File: src/rtl/fp_exception_stage_pkg.sv
// Shared definitions for the FP exception stage: op encodings, exception codes,
// sticky-flag bit positions, operand class record and the code-priority helper.
package fp_exception_stage_pkg;

    typedef enum logic [1:0] {
        ADDITION       = 2'd0,
        SUBTRACTION    = 2'd1,
        MULTIPLICATION = 2'd2,
        DIVISION       = 2'd3
    } fp_op_e;

    typedef enum logic [2:0] {
        NONE    = 3'd0,
        sNAN    = 3'd1,
        qNAN    = 3'd2,
        INVALID = 3'd3,
        DIVZERO = 3'd4,
        DENORM  = 3'd5
    } exc_code_e;

    localparam int FLAG_SNAN    = 0;
    localparam int FLAG_QNAN    = 1;
    localparam int FLAG_INVALID = 2;
    localparam int FLAG_DIVZERO = 3;
    localparam int FLAG_DENORM  = 4;
    localparam int FLAG_W       = 5;

    typedef struct packed {
        logic is_snan;
        logic is_qnan;
        logic is_inf;
        logic is_zero;
        logic is_denorm;
        logic sign;
    } fp_class_t;

    // Priority-ordered exception selection; the first matching rule wins.
    function automatic exc_code_e exc_code(input fp_op_e op, input fp_class_t a, input fp_class_t b);
        exc_code_e code;
        logic      invalid;
        invalid = 1'b0;
        case (op)
            ADDITION:       invalid = a.is_inf && b.is_inf && (a.sign != b.sign);
            SUBTRACTION:    invalid = a.is_inf && b.is_inf && (a.sign == b.sign);
            MULTIPLICATION: invalid = (a.is_zero && b.is_inf) || (a.is_inf && b.is_zero);
            DIVISION:       invalid = (a.is_zero && b.is_zero) || (a.is_inf && b.is_inf);
            default:        invalid = 1'b0;
        endcase
        if (a.is_snan || b.is_snan) begin
            code = sNAN;
        end else if (a.is_qnan || b.is_qnan) begin
            code = qNAN;
        end else if (invalid) begin
            code = INVALID;
        end else if ((op == DIVISION) && b.is_zero && !a.is_zero && !a.is_inf) begin
            code = DIVZERO;
        end else if (a.is_denorm || b.is_denorm) begin
            code = DENORM;
        end else begin
            code = NONE;
        end
        return code;
    endfunction

    // One-hot sticky-flag contribution of an exception code; NONE contributes nothing.
    function automatic logic [FLAG_W-1:0] code_flag(input exc_code_e code);
        logic [FLAG_W-1:0] f;
        f = '0;
        case (code)
            sNAN:    f[FLAG_SNAN]    = 1'b1;
            qNAN:    f[FLAG_QNAN]    = 1'b1;
            INVALID: f[FLAG_INVALID] = 1'b1;
            DIVZERO: f[FLAG_DIVZERO] = 1'b1;
            DENORM:  f[FLAG_DENORM]  = 1'b1;
            default: f = '0;
        endcase
        return f;
    endfunction

endpackage

File: src/rtl/fp_exception_stage_classify.sv
// fp_classify: combinational IEEE-754 operand classifier for a {sign, exp, man}
// operand of width 1+EXP_W+MAN_W.
module fp_classify
    import fp_exception_stage_pkg::*;
#(
    parameter int EXP_W = 4,
    parameter int MAN_W = 3
) (
    input  logic [EXP_W+MAN_W:0] x,
    output logic                 is_snan,
    output logic                 is_qnan,
    output logic                 is_inf,
    output logic                 is_zero,
    output logic                 is_denorm,
    output logic                 sign
);

    logic exp_ones;
    logic exp_zero;
    logic man_zero;
    logic is_nan;

    assign exp_ones  = &x[EXP_W+MAN_W-1:MAN_W];
    assign exp_zero  = ~|x[EXP_W+MAN_W-1:MAN_W];
    assign man_zero  = ~|x[MAN_W-1:0];
    assign is_nan    = exp_ones && !man_zero;

    // Quiet vs signalling is decided by the mantissa MSB.
    assign is_snan   = is_nan && !x[MAN_W-1];
    assign is_qnan   = is_nan && x[MAN_W-1];
    assign is_inf    = exp_ones && man_zero;
    assign is_zero   = exp_zero && man_zero;
    assign is_denorm = exp_zero && !man_zero;
    assign sign      = x[EXP_W+MAN_W];

endmodule

File: src/rtl/fp_exception_stage.sv
// fp_exception_stage: two-stage valid/ready FP exception checker with default results.
// Optional sticky status flags are built when FP_EXCE_STICKY_EN is defined.
module fp_exception_stage
    import fp_exception_stage_pkg::*;
#(
    parameter int EXP_W = 4,
    parameter int MAN_W = 3
) (
    input  logic                   clk,
    input  logic                   rst,
    input  logic                   in_valid,
    output logic                   in_ready,
    input  logic [1:0]             in_op,
    input  logic [EXP_W+MAN_W:0]   in_a,
    input  logic [EXP_W+MAN_W:0]   in_b,
    output logic                   out_valid,
    input  logic                   out_ready,
    output logic [1:0]             out_op,
    output logic [EXP_W+MAN_W:0]   out_a,
    output logic [EXP_W+MAN_W:0]   out_b,
    output logic                   out_exc,
    output logic [2:0]             out_code,
    output logic                   out_ovr,
    output logic [EXP_W+MAN_W:0]   out_res,
    input  logic                   flag_clr,
    output logic [FLAG_W-1:0]      flags
);

    localparam int W = 1 + EXP_W + MAN_W;
    localparam logic [W-1:0] CANON_QNAN = {1'b0, {EXP_W{1'b1}}, 1'b1, {(MAN_W-1){1'b0}}};
    localparam logic [W-1:0] INF_MAG    = {1'b0, {EXP_W{1'b1}}, {MAN_W{1'b0}}};

    logic a_snan_s, a_qnan_s, a_inf_s, a_zero_s, a_denorm_s, a_sign_s;
    logic b_snan_s, b_qnan_s, b_inf_s, b_zero_s, b_denorm_s, b_sign_s;
    fp_class_t cls_a_s;
    fp_class_t cls_b_s;

    logic          s1_valid_r;
    logic [1:0]    s1_op_r;
    logic [W-1:0]  s1_a_r;
    logic [W-1:0]  s1_b_r;
    fp_class_t     s1_cls_a_r;
    fp_class_t     s1_cls_b_r;

    logic          s2_load_s;
    exc_code_e     code_s;
    logic          ovr_s;
    logic [W-1:0]  res_s;

    logic          out_valid_r;
    logic [1:0]    out_op_r;
    logic [W-1:0]  out_a_r;
    logic [W-1:0]  out_b_r;
    logic          out_exc_r;
    exc_code_e     out_code_r;
    logic          out_ovr_r;
    logic [W-1:0]  out_res_r;

    fp_classify #(.EXP_W(EXP_W), .MAN_W(MAN_W)) u_classify_a (
        .x         (in_a),
        .is_snan   (a_snan_s),
        .is_qnan   (a_qnan_s),
        .is_inf    (a_inf_s),
        .is_zero   (a_zero_s),
        .is_denorm (a_denorm_s),
        .sign      (a_sign_s)
    );

    fp_classify #(.EXP_W(EXP_W), .MAN_W(MAN_W)) u_classify_b (
        .x         (in_b),
        .is_snan   (b_snan_s),
        .is_qnan   (b_qnan_s),
        .is_inf    (b_inf_s),
        .is_zero   (b_zero_s),
        .is_denorm (b_denorm_s),
        .sign      (b_sign_s)
    );

    assign cls_a_s = '{a_snan_s, a_qnan_s, a_inf_s, a_zero_s, a_denorm_s, a_sign_s};
    assign cls_b_s = '{b_snan_s, b_qnan_s, b_inf_s, b_zero_s, b_denorm_s, b_sign_s};

    // Stage 2 advances when empty or draining; in_ready follows out_ready combinationally.
    assign s2_load_s = !out_valid_r || out_ready;
    assign in_ready  = !s1_valid_r || s2_load_s;

    // Stage 1: capture request and operand classes.
    always_ff @(posedge clk) begin
        if (rst) begin
            s1_valid_r <= 1'b0;
            s1_op_r    <= 2'd0;
            s1_a_r     <= '0;
            s1_b_r     <= '0;
            s1_cls_a_r <= '0;
            s1_cls_b_r <= '0;
        end else if (in_ready) begin
            s1_valid_r <= in_valid;
            if (in_valid) begin
                s1_op_r    <= in_op;
                s1_a_r     <= in_a;
                s1_b_r     <= in_b;
                s1_cls_a_r <= cls_a_s;
                s1_cls_b_r <= cls_b_s;
            end
        end
    end

    // Exception code and default-result selection from registered classes.
    always_comb begin
        code_s = exc_code(fp_op_e'(s1_op_r), s1_cls_a_r, s1_cls_b_r);
        ovr_s  = 1'b0;
        res_s  = '0;
        case (code_s)
            sNAN: begin
                ovr_s = 1'b1;
                res_s = CANON_QNAN;
            end
            qNAN: begin
                ovr_s = 1'b1;
                if (s1_cls_a_r.is_qnan) begin
                    res_s = s1_a_r;
                end else begin
                    res_s = s1_b_r;
                end
            end
            INVALID: begin
                ovr_s = 1'b1;
                res_s = CANON_QNAN;
            end
            DIVZERO: begin
                ovr_s = 1'b1;
                res_s = {s1_cls_a_r.sign ^ s1_cls_b_r.sign, INF_MAG[W-2:0]};
            end
            default: begin
                ovr_s = 1'b0;
                res_s = '0;
            end
        endcase
    end

    // Stage 2: output register, held while the consumer stalls.
    always_ff @(posedge clk) begin
        if (rst) begin
            out_valid_r <= 1'b0;
            out_op_r    <= 2'd0;
            out_a_r     <= '0;
            out_b_r     <= '0;
            out_exc_r   <= 1'b0;
            out_code_r  <= NONE;
            out_ovr_r   <= 1'b0;
            out_res_r   <= '0;
        end else if (s2_load_s) begin
            out_valid_r <= s1_valid_r;
            if (s1_valid_r) begin
                out_op_r   <= s1_op_r;
                out_a_r    <= s1_a_r;
                out_b_r    <= s1_b_r;
                out_exc_r  <= (code_s != NONE);
                out_code_r <= code_s;
                out_ovr_r  <= ovr_s;
                out_res_r  <= res_s;
            end
        end
    end

    assign out_valid = out_valid_r;
    assign out_op    = out_op_r;
    assign out_a     = out_a_r;
    assign out_b     = out_b_r;
    assign out_exc   = out_exc_r;
    assign out_code  = out_code_r;
    assign out_ovr   = out_ovr_r;
    assign out_res   = out_res_r;

`ifdef FP_EXCE_STICKY_EN
    logic [FLAG_W-1:0] flags_r;
    logic [FLAG_W-1:0] flag_set_s;

    // Flag bit contributed by the result leaving the stage this cycle.
    always_comb begin
        flag_set_s = '0;
        if (out_valid_r && out_ready) begin
            flag_set_s = code_flag(out_code_r);
        end else begin
            flag_set_s = '0;
        end
    end

    // Sticky accumulation; a coincident clear keeps only the new event.
    always_ff @(posedge clk) begin
        if (rst) begin
            flags_r <= '0;
        end else if (flag_clr) begin
            flags_r <= flag_set_s;
        end else begin
            flags_r <= flags_r | flag_set_s;
        end
    end

    assign flags = flags_r;
`else
    logic unused_flag_clr;

    assign unused_flag_clr = flag_clr;
    assign flags           = '0;
`endif

endmodule

File: config.mk
export PLATFORM = sky130hd
export DESIGN_NAME = fp_exception_stage
export DESIGN_NICKNAME = d
export VERILOG_FILES = /design/src/rtl/fp_exception_stage_pkg.sv /design/src/rtl/fp_exception_stage_classify.sv /design/src/rtl/fp_exception_stage.sv
export SDC_FILE = /design/constraint.sdc
export NUM_CORES = 1
export LEC_CHECK = 0
export BUFFER_PORTS_ARGS = -buffer_cell sky130_fd_sc_hd__buf_2
export CAP_MARGIN = 20
export CORE_ASPECT_RATIO = 1.5
export CORE_UTILIZATION = 35
export DETAILED_ROUTE_END_ITERATION = 6
export PLACE_DENSITY = 0.63
export SYNTH_ARGS = -nofsm -noshare
export SYNTH_HDL_FRONTEND = slang
export SYNTH_SLANG_ARGS = --single-unit
export TNS_END_PERCENT = 100
File: constraint.sdc
create_clock -name clk -period 3.3 [get_ports clk]
set_input_delay 0.66 -clock clk [delete_from_list [all_inputs] [get_ports clk]]
set_output_delay 0.66 -clock clk [all_outputs]
set_load 0.01 [all_outputs]
==> metrics.yaml <==
hpwl_mm: 4.26
syn_inst: 325
synth_flop_cell: "sky130_fd_sc_hd__dfxtp_1"
detail_route.vias_per_cell: 4.96
hold_class: "reg -> reg"
yosys.cell_count.top_type: "sky130_fd_sc_hd__nand2_1"
yosys.area.top_type_share: 0.482
cp_data_required_time_ns: 3.51
clock_skew_ns: 0.00784
slew_headroom: 0.388
clkSinkCount: 61
crit_arrival_ns: 2.18
synthesis.area_um2: 2530
dpl.cell_count: 439
chipHeight_um: 106
timing_worst_slew_pin_value_ns: 0.918
whs_path_depth: 2
final_hold_viol_count: 0
synth-warning-count: 0
ys_seq_elements: 61
hp-start: "out_code[2]"
reg2reg_slack_ns: 1.33
gp_congestion: 0.832
dr_total_vias: 2256
clk_tree_root_cell: "sky130_fd_sc_hd__clkbuf_8"
share_of_synthesized_registers_carrying_an_async_set_or_reset: 0
grt_first_pass_wirelength_mm: 9.34
wirelength_mm: 5.81
synth_cell_types: 36
power_density_nw_per_um2: 540
die-width_um: 71.5
ctsHoldBuffers: 0
end_kind: "register"
track_usage: 0.158
timing_worst_setup_path_type: "reg -> reg"
outcome: "finished, final reports clean"
finalNetCount: 395
post-route-util: 0.440
clk_pin_slew_ns: 0.06
leakage_power_total_nw: 1.26
die_footprint_um2: 7590
syn-mean-instance-area_um2: 7.80
first_iter_violations: 143
hold_slack_ns: 0.447
final_layout_size_suffix_gt1_frac: 0.223
nFillCells: 727
launch_instance_of_the_worst_register_to_register_path: "s1_b_r[7]"
synth.cells.most_frequent: "sky130_fd_sc_hd__nand2_1 (87), sky130_fd_sc_hd__dfxtp_1 (61), sky130_fd_sc_hd__a21oi_1 (54), sky130_fd_sc_hd__nor2_1 (33), sky130_fd_sc_hd__clkbuf_1 (20)"
wire_per_inst_um: 12.8
maximum_number_of_pins_on_one_net_before_global_route_repair: 51
rr_worst_depth: 6
setup_viol: 0
power.ir.vdd_worst_mv: 0.189
clock_tree_from_tritoncts: "built"
clk-insertion-delay-late_ns: 0.33
io_pins: 61
antennaDiodeCount: 0
synth.largest_area_cell: "sky130_fd_sc_hd__dfxtp_1"
grt_setup_unrepaired: "no"
numPortBuffers: 54
via_count_of_the_first_global_routing_pass: 2010
number_of_antenna_violations_at_the_first_check_in_global_routing: 0
final-instance-count-excl-fill: 455
start_util: 0.365
fraction_of_the_cycle_the_final_worst_path_needs: 0.596
timing.hold.worst_endpoint: "out_code[2]"
drt_pass1_iterations: 4
r2r_end: "out_res[7]"
worst-path-max-fanout: 8
drv.max_cap_violation_count: 0
cts_buffers: 9
core_um2: 6940
cts_setup_buffers: 0
cts.htree.levels: 3
timing.final.max_slew_violations: 0
start_kind: "register"
timing.final.crit_period_ns: 1.97
cts_max_path_buffers: 2
highest_attainable_clock_frequency_mhz: 508
areaGrowthSynthToFinish_pct: 20.6
antenna_left: 0
core.rowCount: 37
grt_overflow: 0
detail_route.drc_violations: 0
synth_seq_area_share: 0.482
synth_enable_flop_cells: 0
synth_area_leaders: "sky130_fd_sc_hd__dfxtp_1 (48%), sky130_fd_sc_hd__nand2_1 (13%), sky130_fd_sc_hd__a21oi_1 (11%)"
cts_resizes: 0
setup_tns_ns: 0
[metal layers]
layer  track usage  vias up  share of wire  routed length [um]
met5             0        -              0                   0
met4        0.0756        0          0.020                 116
met3        0.0360       10          0.040                 232
met2         0.265       56           0.49                2840
met1         0.190     1021           0.45                2620
li1              -     1169              -                   -
[per-stage QoR]
step	worst slack [ns]	instance area, um2	power, W
global placement	1.11	2830	0.000930
CTS	1.31	3060	0.00167
finish	1.33	3060	0.00165
floorplan	1.35	2550	0.000886
detailed placement	1.08	2830	0.000933
global route	1.20	3060	0.00171
[critical path, cell delays in order, from the launching register on]
cell and delay (ns):
sky130_fd_sc_hd__dfxtp_1 0.40, sky130_fd_sc_hd__xnor3_1 0.43, sky130_fd_sc_hd__nor3_2 0.26, sky130_fd_sc_hd__nor4_4 0.11, sky130_fd_sc_hd__a32o_1 0.29, sky130_fd_sc_hd__a211oi_1 0.24, sky130_fd_sc_hd__o21ai_1 0.11
[area by class of cell]
type / count / area, um2 / share of cell area
inverters: 5 / 18.8 / 0.00614
clock buffers: 12 / 155 / 0.0508
well taps: 78 / 97.6 / 0.0319
multi-input cells: 236 / 1190 / 0.388
flip-flops and latches: 61 / 1220 / 0.400
repair buffers: 59 / 308 / 0.101
clock inverters: 4 / 70.1 / 0.0229
[state kept, by name, indices dropped and copies added (netlist names), 2 cells and up]
register	flops
out_a	8
out_b	8
out_res	8
s1_a_r	8
s1_b_r	8
s1_cls_a_r	5
s1_cls_b_r	5
out_code	3
out_op	2
s1_op_r	2
[power breakdown]
group	internal [W]	switching, W
clock	0.000464	0.000270
sequential	0.000762	0.0000201
combinational	0.0000505	0.0000828
total	0.00128	0.000373
[cells in the final DEF (no fill, tap or decap), types with 11 or more instances in the layout]
cell type / n
sky130_fd_sc_hd__a21oi_1: 54
sky130_fd_sc_hd__buf_2: 54
sky130_fd_sc_hd__clkbuf_8: 11
sky130_fd_sc_hd__dfxtp_1: 61
sky130_fd_sc_hd__nand2_1: 87
sky130_fd_sc_hd__nor2_1: 33
sky130_fd_sc_hd__nor3_1: 11
[how the worst max path moves through the flow]
stage	slack [ns]	start	to	depth (start not counted)
after CTS	1.31	s1_b_r[7]	out_res[7]	6
after global routing	1.20	s1_b_r[7]	out_res[7]	6
after detailed placement	1.08	out_ready	s1_a_r[4]	7
after global placement	1.11	out_ready	s1_op_r[0]	7
after floorplan	1.35	out_ready	s1_a_r[0]	7
final	1.33	s1_b_r[7]	out_res[7]	6
[logic make-up (layout without fill, tap and decap cells)]
| family | Yosys count | count (layout) | share of synthesized area |
|---|---|---|---|
| XOR/XNOR | 1 | 1 | 0.00888 |
| AO/OA/AOI/OAI | 68 | 68 | 0.149 |
| multiplexers | 8 | 8 | 0.0336 |
| buffers and inverters | 32 | 80 | 0.0563 |
| AND/OR/NAND/NOR | 154 | 154 | 0.269 |
| other | 1 | 5 | 0.00148 |
| flip-flops | 61 | 61 | 0.482 |
Note: power is estimated with default switching activity, not from simulation.
